**config.mk**
```make
export PLATFORM = sky130hd
export DESIGN_NAME = multicycle_control_unit_flat
export DESIGN_NICKNAME = d
export VERILOG_FILES = /design/src/rtl/multicycle_control_unit_if.sv /design/src/rtl/multicycle_control_unit.sv /design/src/flat_wrapper.sv
export SDC_FILE = /design/constraint.sdc
export NUM_CORES = 1
export LEC_CHECK = 0
export CORE_MARGIN = 2
export CORE_UTILIZATION = 30
export CTS_CLUSTER_DIAMETER = 50
export DETAILED_ROUTE_END_ITERATION = 8
export PLACE_DENSITY = 0.6
export SLEW_MARGIN = 0
export SYNTH_ARGS = -nofsm -noshare
export SYNTH_HDL_FRONTEND = slang
export SYNTH_SLANG_ARGS = --single-unit
```
**constraint.sdc**
```tcl
create_clock -name clk -period 1.6 [get_ports clk]
set_input_delay 0.4 -clock clk [delete_from_list [all_inputs] [get_ports clk]]
set_output_delay 0.4 -clock clk [all_outputs]
set_load 0.03 [all_outputs]
```
**src/rtl/multicycle_control_unit_if.sv**
```systemverilog
// Handshake and control bundle between the multicycle sequencer
// and its instruction source, memory and datapath.
interface multicycle_control_unit_if #(
    parameter int OP_W      = 4,
    parameter int REG_SEL_W = 3,
    parameter int DATA_W    = 8,
    parameter int PC_W      = 8
);
    localparam int INSTR_W  = OP_W + 2 * REG_SEL_W;
    localparam int NUM_REGS = 2 ** REG_SEL_W;

    logic                 instr_valid;
    logic [INSTR_W-1:0]   instruction;
    logic                 instr_ready;
    logic                 mem_ready;
    logic [REG_SEL_W-1:0] reg_a_select;
    logic [REG_SEL_W-1:0] reg_b_select;
    logic [NUM_REGS-1:0]  write_enable;
    logic [3:0]           g_select;
    logic [1:0]           mb_select;
    logic                 mf_select;
    logic                 md_select;
    logic                 mem_read;
    logic                 mem_write;
    logic                 load;
    logic [PC_W-1:0]      set_value;
    logic [DATA_W-1:0]    constant_in;
    logic                 pc_inc;
    logic                 illegal;
    logic                 busy;

    modport master (
        input  instr_valid, instruction, mem_ready,
        output instr_ready, reg_a_select, reg_b_select,
        output write_enable, g_select, mb_select,
        output mf_select, md_select, mem_read, mem_write,
        output load, set_value, constant_in, pc_inc,
        output illegal, busy
    );

    modport slave (
        output instr_valid, instruction, mem_ready,
        input  instr_ready, reg_a_select, reg_b_select,
        input  write_enable, g_select, mb_select,
        input  mf_select, md_select, mem_read, mem_write,
        input  load, set_value, constant_in, pc_inc,
        input  illegal, busy
    );
endinterface

```
**src/rtl/multicycle_control_unit.sv**
```systemverilog
// Five-state FETCH/DECODE/EXEC/MEM/WB sequencer producing registered
// register-file, ALU, memory and PC controls for a small datapath.
module multicycle_control_unit #(
    parameter int OP_W        = 4,
    parameter int REG_SEL_W   = 3,
    parameter int DATA_W      = 8,
    parameter int PC_W        = 8,
    parameter int MEM_TIMEOUT = 15
) (
    input logic clk,
    input logic rst,
    multicycle_control_unit_if.master bus
);
    localparam int INSTR_W  = OP_W + 2 * REG_SEL_W;
    localparam int NUM_REGS = 2 ** REG_SEL_W;
    localparam int CNT_W    = $clog2(MEM_TIMEOUT + 1);

    localparam logic [OP_W-1:0] OP_ADD   = OP_W'(0);
    localparam logic [OP_W-1:0] OP_SUB   = OP_W'(1);
    localparam logic [OP_W-1:0] OP_ADDI  = OP_W'(2);
    localparam logic [OP_W-1:0] OP_SUBI  = OP_W'(3);
    localparam logic [OP_W-1:0] OP_MUL2  = OP_W'(4);
    localparam logic [OP_W-1:0] OP_DIV2  = OP_W'(5);
    localparam logic [OP_W-1:0] OP_CLR   = OP_W'(6);
    localparam logic [OP_W-1:0] OP_RST   = OP_W'(7);
    localparam logic [OP_W-1:0] OP_MOV   = OP_W'(8);
    localparam logic [OP_W-1:0] OP_JMP   = OP_W'(9);
    localparam logic [OP_W-1:0] OP_OUT   = OP_W'(10);
    localparam logic [OP_W-1:0] OP_LOAD  = OP_W'(11);
    localparam logic [OP_W-1:0] OP_STORE = OP_W'(12);

    typedef enum logic [2:0] {FETCH, DECODE, EXEC, MEM, WB} state_t;

    typedef struct packed {
        logic [3:0] g;
        logic [1:0] mb;
        logic       mf;
        logic       wr_one;
        logic       wr_all;
        logic       mem;
        logic       ld;
        logic       jmp;
        logic       bad;
    } dec_t;

    function automatic dec_t decode(input logic [OP_W-1:0] op);
        dec_t r;
        r = '0;
        case (op)
            OP_ADD:   begin r.g = 4'b0001; r.wr_one = 1'b1; end
            OP_SUB:   begin r.g = 4'b0010; r.wr_one = 1'b1; end
            OP_ADDI:  begin r.g = 4'b0001; r.mb = 2'b01; r.wr_one = 1'b1; end
            OP_SUBI:  begin r.g = 4'b0010; r.mb = 2'b01; r.wr_one = 1'b1; end
            OP_MUL2:  begin r.g = 4'b0100; r.mf = 1'b1; r.wr_one = 1'b1; end
            OP_DIV2:  begin r.g = 4'b0101; r.mf = 1'b1; r.wr_one = 1'b1; end
            OP_CLR:   begin r.mb = 2'b10; r.wr_one = 1'b1; end
            OP_RST:   begin r.mb = 2'b10; r.wr_all = 1'b1; end
            OP_MOV:   begin r.g = 4'b0011; r.wr_one = 1'b1; end
            OP_JMP:   r.jmp = 1'b1;
            OP_OUT:   r.bad = 1'b0;
            OP_LOAD:  begin r.mem = 1'b1; r.ld = 1'b1; r.wr_one = 1'b1; end
            OP_STORE: r.mem = 1'b1;
            default:  r.bad = 1'b1;
        endcase
        return r;
    endfunction

    state_t                 state;
    logic [INSTR_W-1:0]     ir;
    logic [CNT_W-1:0]       cnt;
    dec_t                   d;
    logic [NUM_REGS-1:0]    wb_we;
    logic [OP_W-1:0]        ir_op;
    logic [REG_SEL_W-1:0]   ir_ra;
    logic [2*REG_SEL_W-1:0] ir_lo;
    logic [REG_SEL_W-1:0]   in_ra;
    logic [REG_SEL_W-1:0]   in_rb;

    assign ir_op = ir[INSTR_W-1 -: OP_W];
    assign ir_ra = ir[2*REG_SEL_W-1 -: REG_SEL_W];
    assign ir_lo = ir[2*REG_SEL_W-1:0];
    assign in_ra = bus.instruction[2*REG_SEL_W-1 -: REG_SEL_W];
    assign in_rb = bus.instruction[REG_SEL_W-1:0];

    // Decode the held instruction and form its writeback strobe pattern.
    always_comb begin
        d     = decode(ir_op);
        wb_we = '0;
        if (d.wr_all)
            wb_we = '1;
        else if (d.wr_one)
            wb_we = NUM_REGS'(1) << ir_ra;
    end

    // Sequencer state, instruction register and all registered outputs.
    always_ff @(posedge clk or posedge rst) begin
        if (rst) begin
            state            <= FETCH;
            ir               <= '0;
            cnt              <= '0;
            bus.instr_ready  <= 1'b0;
            bus.busy         <= 1'b0;
            bus.reg_a_select <= '0;
            bus.reg_b_select <= '0;
            bus.constant_in  <= '0;
            bus.write_enable <= '0;
            bus.g_select     <= '0;
            bus.mb_select    <= '0;
            bus.mf_select    <= 1'b0;
            bus.md_select    <= 1'b0;
            bus.mem_read     <= 1'b0;
            bus.mem_write    <= 1'b0;
            bus.load         <= 1'b0;
            bus.set_value    <= '0;
            bus.pc_inc       <= 1'b0;
            bus.illegal      <= 1'b0;
        end else begin
            bus.write_enable <= '0;
            bus.g_select     <= '0;
            bus.mb_select    <= '0;
            bus.mf_select    <= 1'b0;
            bus.md_select    <= 1'b0;
            bus.mem_read     <= 1'b0;
            bus.mem_write    <= 1'b0;
            bus.load         <= 1'b0;
            bus.set_value    <= '0;
            bus.pc_inc       <= 1'b0;
            bus.illegal      <= 1'b0;
            case (state)
                FETCH: begin
                    if (bus.instr_valid && bus.instr_ready) begin
                        ir               <= bus.instruction;
                        state            <= DECODE;
                        bus.instr_ready  <= 1'b0;
                        bus.busy         <= 1'b1;
                        bus.reg_a_select <= in_ra;
                        bus.reg_b_select <= in_rb;
                        bus.constant_in  <= DATA_W'(in_rb);
                    end else begin
                        bus.instr_ready  <= 1'b1;
                    end
                end
                DECODE: begin
                    state         <= EXEC;
                    bus.g_select  <= d.g;
                    bus.mb_select <= d.mb;
                    bus.mf_select <= d.mf;
                    bus.illegal   <= d.bad;
                    bus.load      <= d.jmp;
                    if (d.jmp)
                        bus.set_value <= PC_W'(ir_lo);
                end
                EXEC: begin
                    if (d.mem) begin
                        state         <= MEM;
                        cnt           <= '0;
                        bus.mem_read  <= d.ld;
                        bus.mem_write <= !d.ld;
                    end else if (d.jmp) begin
                        state           <= FETCH;
                        bus.instr_ready <= 1'b1;
                        bus.busy        <= 1'b0;
                    end else begin
                        state            <= WB;
                        bus.write_enable <= wb_we;
                        bus.g_select     <= d.g;
                        bus.mb_select    <= d.mb;
                        bus.mf_select    <= d.mf;
                        bus.pc_inc       <= 1'b1;
                    end
                end
                MEM: begin
                    if (bus.mem_ready) begin
                        state            <= WB;
                        bus.write_enable <= wb_we;
                        bus.md_select    <= d.ld;
                        bus.pc_inc       <= 1'b1;
                    end else if (cnt == CNT_W'(MEM_TIMEOUT - 1)) begin
                        state           <= FETCH;
                        cnt             <= '0;
                        bus.illegal     <= 1'b1;
                        bus.instr_ready <= 1'b1;
                        bus.busy        <= 1'b0;
                    end else begin
                        cnt           <= cnt + 1'b1;
                        bus.mem_read  <= d.ld;
                        bus.mem_write <= !d.ld;
                    end
                end
                default: begin
                    state           <= FETCH;
                    bus.instr_ready <= 1'b1;
                    bus.busy        <= 1'b0;
                end
            endcase
        end
    end
endmodule

```
**src/flat_wrapper.sv**
```systemverilog
// flat-port wrapper written by rule: the top's interface ports become plain ports
module multicycle_control_unit_flat 
#(
    parameter int OP_W        = 4,
    parameter int REG_SEL_W   = 3,
    parameter int DATA_W      = 8,
    parameter int PC_W        = 8,
    parameter int MEM_TIMEOUT = 15
)
  (clk, rst, bus_instr_valid, bus_instruction, bus_mem_ready, bus_instr_ready, bus_reg_a_select, bus_reg_b_select, bus_write_enable, bus_g_select, bus_mb_select, bus_mf_select, bus_md_select, bus_mem_read, bus_mem_write, bus_load, bus_set_value, bus_constant_in, bus_pc_inc, bus_illegal, bus_busy);
  multicycle_control_unit_if #(.OP_W(OP_W), .REG_SEL_W(REG_SEL_W), .DATA_W(DATA_W), .PC_W(PC_W)) bus_i ();
  input logic clk;
  input logic rst;
  input wire logic [$bits(bus_i.instr_valid)-1:0] bus_instr_valid;
  input wire logic [$bits(bus_i.instruction)-1:0] bus_instruction;
  input wire logic [$bits(bus_i.mem_ready)-1:0] bus_mem_ready;
  output wire logic [$bits(bus_i.instr_ready)-1:0] bus_instr_ready;
  output wire logic [$bits(bus_i.reg_a_select)-1:0] bus_reg_a_select;
  output wire logic [$bits(bus_i.reg_b_select)-1:0] bus_reg_b_select;
  output wire logic [$bits(bus_i.write_enable)-1:0] bus_write_enable;
  output wire logic [$bits(bus_i.g_select)-1:0] bus_g_select;
  output wire logic [$bits(bus_i.mb_select)-1:0] bus_mb_select;
  output wire logic [$bits(bus_i.mf_select)-1:0] bus_mf_select;
  output wire logic [$bits(bus_i.md_select)-1:0] bus_md_select;
  output wire logic [$bits(bus_i.mem_read)-1:0] bus_mem_read;
  output wire logic [$bits(bus_i.mem_write)-1:0] bus_mem_write;
  output wire logic [$bits(bus_i.load)-1:0] bus_load;
  output wire logic [$bits(bus_i.set_value)-1:0] bus_set_value;
  output wire logic [$bits(bus_i.constant_in)-1:0] bus_constant_in;
  output wire logic [$bits(bus_i.pc_inc)-1:0] bus_pc_inc;
  output wire logic [$bits(bus_i.illegal)-1:0] bus_illegal;
  output wire logic [$bits(bus_i.busy)-1:0] bus_busy;
  assign bus_i.instr_valid = bus_instr_valid;
  assign bus_i.instruction = bus_instruction;
  assign bus_i.mem_ready = bus_mem_ready;
  assign bus_instr_ready = bus_i.instr_ready;
  assign bus_reg_a_select = bus_i.reg_a_select;
  assign bus_reg_b_select = bus_i.reg_b_select;
  assign bus_write_enable = bus_i.write_enable;
  assign bus_g_select = bus_i.g_select;
  assign bus_mb_select = bus_i.mb_select;
  assign bus_mf_select = bus_i.mf_select;
  assign bus_md_select = bus_i.md_select;
  assign bus_mem_read = bus_i.mem_read;
  assign bus_mem_write = bus_i.mem_write;
  assign bus_load = bus_i.load;
  assign bus_set_value = bus_i.set_value;
  assign bus_constant_in = bus_i.constant_in;
  assign bus_pc_inc = bus_i.pc_inc;
  assign bus_illegal = bus_i.illegal;
  assign bus_busy = bus_i.busy;
  multicycle_control_unit #(.OP_W(OP_W), .REG_SEL_W(REG_SEL_W), .DATA_W(DATA_W), .PC_W(PC_W), .MEM_TIMEOUT(MEM_TIMEOUT)) u_core (.clk(clk), .rst(rst), .bus(bus_i));
endmodule
```
==> results.py, run 1 <==
metrics = {
    "status": {
        "status": "completed",
    },
    "pwr": {
        "p_leak_nw": 1.36,
        "ir_drop_v": 0.000562,
        "finalPower_mw": 4.79,
        "p_per_area_nw_per_um2": 1730,
    },
    "clock_network": {
        "cts_tree": "done",
        "worstSkewPairLatency_ps": 290,
        "hold_buffers": 0,
        "numCtsBuffers": 5,
        "cts_sinks": 45,
        "clockBufferDepth": 2,
        "h-tree-depth": 2,
        "root_buffer": "clkbuf_8",
        "clk_pin_slew_ps": 90,
    },
    "synth": {
        "synth_top_cell_area_share_pct": 53.0,
        "synth_area_per_cell_um2": 11.1,
        "ys_seq_area_share_pct": 53.0,
        "yosys_register_bits": 45,
        "yosys-top-cells-count": "dfrtp_1, buf_4, o21ai_0",
        "synthCells": 192,
        "ys_top_cells_by_area": "dfrtp_1, buf_4, mux2_4",
        "yosysMostFrequentCell": "dfrtp_1",
        "synthArstFlopShare_pct": 100,
        "synth_area_um2": 2130,
        "yosys_warnings": 0,
        "synth_edf_count": 0,
        "synth.distinct_cells": 46,
        "synthFlopType": "dfrtp_1",
        "synth_top_cell_by_area": "dfrtp_1",
    },
    "global_routing": {
        "grt_pass1_vias": 1406,
        "track_usage_pct": 11.3,
        "grt_overflow_total": 0,
        "grt_pass1_wl_mm": 6.87,
        "antenna_found_initial": 0,
        "grt_max_degree": 18,
    },
    "run": {
        "maxCapViolCount": 0,
    },
    "place": {
        "io_buffer_count": 50,
        "hpwlAfterDp_mm": 3.05,
        "place.gp.congestion": 0.745,
    },
    "route": {
        "dr.pass1.iters": 4,
        "drt_iter0_markers": 64,
        "drtAntennaViolNets": 0,
        "viasPerCell": 4.36,
        "wire_per_inst_um": 12.3,
        "num_vias": 1478,
        "drc_errors": 0,
        "finalWirelength_mm": 4.17,
    },
    "min_path": {
        "min_path_type": "in2async",
    },
    "floorplanning": {
        "core-area_um2": 6830,
        "die-width_um": 88.2,
        "initial_core_util_pct": 31.1,
        "rows": 30,
        "dieArea_um2": 7780,
        "die_y_um": 88.2,
        "io_pins": 59,
    },
    "critical_path": {
        "cp.required_ps": 1790,
        "critPathMaxStageDelay_ps": 460,
        "crit_fanout": 10,
        "cp_cell_sequence": "or3_4 > nor2_4 > buf_12 > mux2_2",
        "worstPathArrival_ps": 1720,
        "start_kind": "flip-flop",
        "worst_setup_path_end_kind": "flip-flop",
        "path_class": "reg2reg",
        "cp_slowest_cell": "dfrtp_2",
    },
    "final_layout": {
        "syn2layout_area_growth_pct": 30.7,
        "nNetsFinal": 258,
        "fillCellCount": 698,
        "diodes": 0,
        "drive_gt1_share_pct": 18.9,
        "finish.utilization_pct": 40.7,
    },
    "timing": {
        "skew_ps": 7.35,
        "period_minus_slack_ps": 1540,
        "finalHoldViolCount": 0,
        "rsz0062_at_grt": "no",
        "slew_violations": 0,
        "setup_violations": 0,
        "post-route-period-util_pct": 96.1,
        "fmax_mhz": 650,
    },
}
power by group:
group          switching, mW  internal, mW  total [mW]
Sequential             0.346          1.46        1.81
Clock                  0.400         0.315       0.715
Combinational           1.29         0.982        2.27
layout make-up:
type                    count  area [um^2]  share of cell area (%)
well taps                  96          120                    4.32
repair buffers             64          593                    21.4
multi-input cells         116          803                    28.9
inverters                  10         37.5                    1.35
clock inverters             3         25.0                   0.901
clock buffers               5         68.8                    2.48
flip-flops and latches     45         1130                    40.7
layer usage:
layer / vias to the layer above / track usage, % / routed length, um
met5: - / 0 / 0
met4: 0 / 2.89 / 45
met3: 4 / 3.39 / 240
met2: 49 / 17.0 / 1890
met1: 684 / 16.0 / 1990
li1: 741 / - / -
cell families after synthesis:
kind of cell             synth area share, %
other                                  0.176
XOR/XNOR                               0.412
multiplexers                            6.59
AO/OA/AOI/OAI                           9.48
buffers and inverters                   11.0
AND/OR/NAND/NOR                         18.2
adder cells (fa/ha/maj)                 1.18
flip-flops                              53.0
registers in the layout (all words and copies together) (netlist names):
signal                   flops
u_core.bus.busy              1
u_core.state                 3
u_core.bus.mf_select         1
u_core.bus.mem_write         1
u_core.bus.set_value         6
u_core.bus.load              1
u_core.bus.reg_b_select      2
u_core.bus.write_enable      8
u_core.bus.g_select          3
u_core.bus.pc_inc            1
u_core.bus.md_select         1
u_core.bus.instr_ready       1
u_core.ir                    6
u_core.bus.mb_select         2
u_core.bus.mem_read          1
u_core.bus.reg_a_select      2
u_core.bus.illegal           1
u_core.cnt                   4
worst paths after layout:
| path | startpoint | to | slack [ps] | cells after the start |
|---|---|---|---|---|
| worst min register to register | u_core.bus.reg_b_select[0] | u_core.bus.set_value[0] | 530 | 1 |
| worst min-delay path | rst | u_core.ir[2] | 380 | 2 |
| worst max-delay path | u_core.state[2] | u_core.ir[8] | 60 | 4 |
| min in group clk | u_core.bus.reg_b_select[0] | u_core.bus.set_value[0] | 530 | 1 |
| worst max register to register | u_core.state[2] | u_core.ir[8] | 60 | 4 |
| max in group asynchronous | rst | u_core.ir[6] | 810 | 3 |
cells in the final DEF (no fill, tap or decap), drive strengths merged, types with 3 or more instances in the layout:
cell,n
dfrtp,45
mux2,9
buf,17
nand4b,3
nor3b,4
o21ai,12
clkdlybuf4s50,13
nand3b,3
clkbuf,5
nor2b,6
a31oi,4
conb,8
nor4,3
nand3,5
and2,8
a21oi,10
nand2,7
dlygate4sd2,34
nor2,7
inv,11
critical path, delay by kind of cell, from the launching register on:
family	cells	cell delay (ps)
buffers and inverters	1	150
DFF	1	460
muxes	1	330
and+or+nand+nor	2	500
metrics by stage:
stage / TNS [ps] / worst slack (ps) / hold WS, ps / cell area [um^2] / cells
floorplan: 0 / 22.1 / 497 / 2150 / 199
global placement: -1280 / -117 / 518 / 2710 / 331
detailed placement: -1390 / -189 / 529 / 2710 / 331
CTS: 0 / 43.3 / 394 / 2760 / 339
global route: 0 / 7.00 / 407 / 2780 / 339
finish: 0 / 61.6 / 383 / 2780 / 339
repair_timing:
item	4_1_cts	5_1_grt
endpoints found under the setup margin	34	12
buffers inserted	0	0
resized for setup	34	9
(Power assumes the default switching activity.)
==> inputs of run 2 (changes only) <==
==> constraint.sdc (replaced) <==
create_clock -name clk -period 1.6 [get_ports clk]
set_input_delay 0.32 -clock clk [delete_from_list [all_inputs] [get_ports clk]]
set_output_delay 0.32 -clock clk [all_outputs]
set_load 0.03 [all_outputs]
==> run 2 against run 1 <==
Total power grew 4.7%; sequential power shrank 5%; critical path type unchanged; largest cell class unchanged; flip-flop and latch count is the same; highest routed layer unchanged.
==> results.py, run 2 (synthesis results as in run 1) <==
metrics = {
    "route": {
        "finalWirelength_mm": 4.32,
        "num_vias": 1507,
        "drtAntennaViolNets": 0,
        "viasPerCell": 4.42,
        "drc_errors": 0,
        "dr.pass1.iters": 4,
        "drt_iter0_markers": 92,
        "wire_per_inst_um": 12.7,
    },
    "timing": {
        "period_minus_slack_ps": 1550,
        "rsz0062_at_grt": "no",
        "post-route-period-util_pct": 97.0,
        "layout_setup_ws_ps": 47.7,
        "finalSetupTns_ps": 0,
        "setup_violations": 0,
        "finalHoldViolCount": 0,
        "slew_violations": 0,
        "fmax_mhz": 644,
        "timing.hold.ws_ps": 332,
        "skew_ps": 6.29,
    },
    "global_routing": {
        "track_usage_pct": 11.5,
        "antenna_found_initial": 0,
        "grt_max_degree": 18,
        "grt_pass1_vias": 1412,
        "grt_overflow_total": 0,
        "grt_pass1_wl_mm": 6.92,
    },
    "critical_path": {
        "path_class": "reg2reg",
        "worstPathArrival_ps": 1730,
        "r2r-end": "u_core.bus.reg_b_select[0]",
        "worst_setup_path_end_kind": "flip-flop",
        "worstRegToRegCells": 4,
        "r2r_slack_ps": 50,
        "crit_fanout": 10,
        "rr_startpoint": "u_core.state[2]",
        "start_kind": "flip-flop",
        "cp.required_ps": 1770,
    },
    "clock_network": {
        "clockBufferDepth": 2,
        "h-tree-depth": 2,
        "post_cts_buffers": 0,
        "cts_tree": "done",
        "worstSkewPairLatency_ps": 290,
        "root_buffer": "clkbuf_8",
        "clk_pin_slew_ps": 90,
        "numCtsBuffers": 5,
        "hold_buffers": 0,
        "cts_sinks": 45,
    },
    "final_layout": {
        "largest_reg_flops": 8,
        "drive_gt1_share_pct": 17.1,
        "final_common_cell": "dfrtp_1",
        "seq_area_um2": 1130,
        "nNetsFinal": 260,
        "diodes": 0,
        "top_regs": "u_core.bus.write_enable (8), u_core.bus.set_value (6), u_core.ir (6)",
        "syn2layout_area_growth_pct": 33.0,
        "regMostFlops": "u_core.bus.write_enable",
        "fillCellCount": 688,
        "mostFrequentLayoutCells": "dfrtp_1, dlygate4sd2_1, clkdlybuf4s50_1, buf_4, a21oi_1",
        "multi_input_area_um2": 800,
    },
    "floorplanning": {
        "rows": 30,
        "initial_core_util_pct": 31.1,
        "die-width_um": 88.2,
        "die_y_um": 88.2,
        "dieArea_um2": 7780,
        "core-area_um2": 6830,
        "io_pins": 59,
    },
    "pwr": {
        "finalPower_mw": 5.02,
        "p_per_area_nw_per_um2": 1770,
        "ir_drop_v": 0.000729,
        "p_leak_nw": 1.43,
    },
    "place": {
        "io_buffer_count": 50,
        "place.gp.congestion": 0.755,
        "place_ws_ps": -102,
        "hpwlAfterDp_mm": 3.20,
    },
    "min_path": {
        "min_path_type": "in2async",
    },
    "status": {
        "status": "completed",
    },
    "run": {
        "maxCapViolCount": 0,
    },
}
## run 2: report_power, final
group          switching (mW)  internal, mW
Combinational            1.39          1.03
Clock                   0.375         0.508
Sequential              0.264          1.46
Total                    2.03          2.99
## run 2: worst max-delay path by stage
stage / to / cells after the start / start
after floorplan: u_core.bus.reg_a_select[0] / 5 / u_core.state[1]
after CTS: bus_illegal / 1 / u_core.bus.illegal
after detailed placement: u_core.bus.busy / 5 / bus_mem_ready
after global routing: u_core.bus.reg_b_select[1] / 4 / u_core.state[2]
after global placement: u_core.bus.busy / 5 / bus_mem_ready
final: u_core.bus.reg_b_select[0] / 4 / u_core.state[2]
## run 2: metal layers
metal | share of wire, % | vias to the layer above | track usage [%]
li1 | - | 743 | -
met1 | 47 | 713 | 15.5
met2 | 46 | 47 | 18.0
met3 | 5.7 | 4 | 3.58
met4 | 1.1 | 0 | 2.75
met5 | 0 | - | 0
## run 2: stage by stage
stage               cell area (um^2)  util [%]  cells
finish                          2830      41.4    341
global route                    2830      41.4    341
CTS                             2810      41.2    341
detailed placement              2730      40.0    333
global placement                2730      40.0    333
floorplan                       2150         -    199
## run 2: critical path, cell delays in order, from the launching register on
cell     delay, ps
dfrtp_1        460
or3_4          380
nor2_4         130
buf_12         150
mux2_2         330
## run 2: final cells by class
class	count	area share, %
clock inverter	2	1.33
timing repair buffer	66	22.0
clock buffer	6	2.92
multi-input combinational	116	28.3
inverter	10	1.33
tap	96	4.25
sequential	45	39.9
## run 2: timing repair
| item | in CTS | in global routing |
|---|---|---|
| resized for setup | 34 | 8 |
| endpoints found under the hold margin | 0 | 0 |
| setup endpoints to repair | 34 | 10 |
| cloned | 0 | 0 |
==> inputs of run 3 (changes only) <==
--- a/config.mk
+++ b/config.mk
@@ -9,8 +9,8 @@
 export CORE_UTILIZATION = 30
 export CTS_CLUSTER_DIAMETER = 50
 export DETAILED_ROUTE_END_ITERATION = 8
-export PLACE_DENSITY = 0.6
-export SLEW_MARGIN = 0
+export DONT_BUFFER_PORTS = 1
+export PLACE_DENSITY = 0.49
 export SYNTH_ARGS = -nofsm -noshare
 export SYNTH_HDL_FRONTEND = slang
 export SYNTH_SLANG_ARGS = --single-unit
==> run 3 against run 2 <==
Sequential power increased by 34%; non-clock buffer count decreased by 53; flip-flop and latch count is the same; worst setup slack improved by 8.8 ps; die area is the same; worst hold slack got worse by 290 ps; register-to-register slack about the same; sequential share of layout area grew 9.4 points; total power shrank 10%; final area down 19%; critical path depth stayed put; critical path type unchanged; critical endpoint is now u_core.bus.reg_a_select[0]; largest power group is now sequential cells.
==> results.py, run 3 (synthesis results as in run 1) <==
metrics = {
    "clock_network": {
        "cts_tree": "done",
        "numCtsBuffers": 5,
        "h-tree-depth": 2,
        "worstSkewPairLatency_ps": 290,
        "root_buffer": "clkbuf_8",
        "cts_sinks": 45,
        "clockBufferDepth": 2,
        "clk_pin_slew_ps": 80,
    },
    "pwr": {
        "p_clk_share_pct": 16.1,
        "p_sw_share_pct": 43.5,
        "pwr-share-seq_pct": 50.9,
        "p_switching_mw": 1.96,
        "finalPower_mw": 4.51,
        "ir_drop_v": 0.000594,
        "pwr-share-comb_pct": 33.0,
        "p_int_mw": 2.55,
        "p_leak_nw": 1.03,
        "p_per_area_nw_per_um2": 1970,
    },
    "place": {
        "dp_cells": 280,
        "place_ws_ps": 53.1,
        "place.gp.congestion": 0.758,
        "postPlaceCellArea_um2": 2190,
        "hpwlAfterDp_mm": 2.84,
        "io_buffer_count": 0,
    },
    "global_routing": {
        "track_usage_pct": 10.9,
        "grt_pass1_vias": 1248,
        "grt_pass1_wl_mm": 6.48,
        "grt_overflow_total": 0,
        "grt_max_degree": 46,
        "antenna_found_initial": 0,
    },
    "route": {
        "drt_iter0_markers": 53,
        "num_vias": 1303,
        "finalWirelength_mm": 4.08,
        "drtAntennaViolNets": 0,
        "viasPerCell": 4.52,
        "dr.pass1.iters": 4,
        "wire_per_inst_um": 14.2,
        "drc_errors": 0,
    },
    "run": {
        "maxCapViolCount": 0,
    },
    "critical_path": {
        "critPathMaxStageDelay_ps": 450,
        "start_kind": "flip-flop",
        "cp_slowest_cell": "dfrtp_2",
        "worst_setup_path_end_kind": "flip-flop",
        "path_class": "reg2reg",
        "cp.required_ps": 1790,
        "crit_fanout": 8,
        "cp_cell_sequence": "or3_4 > nor2_4 > buf_4 > mux2_4",
        "worstPathArrival_ps": 1730,
        "critPathBufInv": 1,
        "crit_family": "simple AND/OR/NAND/NOR gates",
    },
    "floorplanning": {
        "die-width_um": 88.2,
        "initial_core_util_pct": 31.1,
        "core-area_um2": 6830,
        "die_y_um": 88.2,
        "io_pins": 59,
        "dieArea_um2": 7780,
        "rows": 30,
    },
    "final_layout": {
        "drive_gt1_share_pct": 21.4,
        "stdcell_count": 288,
        "diodes": 0,
        "finish.utilization_pct": 33.6,
        "nNetsFinal": 207,
        "mostFrequentLayoutCells": "dfrtp_1, buf_4, a21oi_1",
        "top_regs": "u_core.bus.write_enable (8), u_core.bus.set_value (6), u_core.ir (6)",
        "largest_reg_flops": 8,
        "finish.instance_area_um2": 2290,
        "final_common_cell": "dfrtp_1",
        "regMostFlops": "u_core.bus.write_enable",
        "syn2layout_area_growth_pct": 7.95,
    },
    "timing": {
        "layout_setup_ws_ps": 56.6,
        "skew_ps": 7.60,
        "finalSetupTns_ps": 0,
        "rsz0062_at_grt": "no",
        "timing.hold.ws_ps": 38.0,
        "period_minus_slack_ps": 1540,
        "post-route-period-util_pct": 96.5,
        "worstMarginPinSlew_ps": 597,
        "setup_violations": 0,
        "fmax_mhz": 648,
        "worst_slew_margin_rel_pct": 60.2,
        "slew_violations": 0,
        "finalHoldViolCount": 0,
    },
    "status": {
        "status": "completed",
    },
    "min_path": {
        "min_path_type": "in2async",
    },
}
## run 3: changes by cell type in the layout (fill, tap and decap cells not counted), sizes merged
cell,change
clkdlybuf4s50,-13
bufinv,-1
clkinv,+2
dlymetal6s2s,-3
dlygate4sd2,-34
clkinvlp,-1
buf,-3
## run 3: final cells by class
type / count / area [um^2]
clock buffer: 6 / 82.6
clock inverter: 2 / 13.8
fill: 735 / 4540
inverter: 10 / 37.5
multi-input combinational: 116 / 801
sequential: 45 / 1130
tap: 96 / 120
timing repair buffer: 13 / 110
## run 3: worst paths after layout
check	startpoint	end	slack [ps]	cells past startpoint
min in group clk	bus_instruction[6]	u_core.ir[6]	140	2
setup / recovery	u_core.state[2]	u_core.bus.reg_a_select[0]	60	4
hold / removal	rst	u_core.bus.reg_a_select[0]	40	2
max in group asynchronous	rst	u_core.ir[6]	1150	2
setup reg to reg	u_core.state[2]	u_core.bus.reg_a_select[0]	60	4
hold reg to reg	u_core.cnt[0]	u_core.cnt[0]	530	1
## run 3: repair_timing
item | CTS | global route
buffers inserted | 0 | 0
setup endpoints to repair | 0 | 23
gates resized for setup | 0 | 8
hold buffers | 0 | 0
## run 3: worst register-to-register path, delay by kind of cell (launching register included)
family	cells	cell delay (ps)
buf+inv	1	180
mux	1	310
flops	1	450
simple gates	2	500
## run 3: per-layer routing
layer	track usage [%]	vias to the layer above	part of all wire, %
li1	-	633	-
met1	14.4	627	42
met2	15.8	36	48
met3	4.81	7	8.0
met4	4.13	0	1.4
met5	0	-	0
## run 3: power by group through the flow
stage	Sequential [mW]	Clock, mW	Combinational (mW)
after floorplan	1.90	0	1.68
after global placement	2.32	0	1.47
after detailed placement	2.31	0	1.48
after CTS	2.29	0.768	1.49
after global routing	2.37	0.821	1.66
final	2.30	0.727	1.49
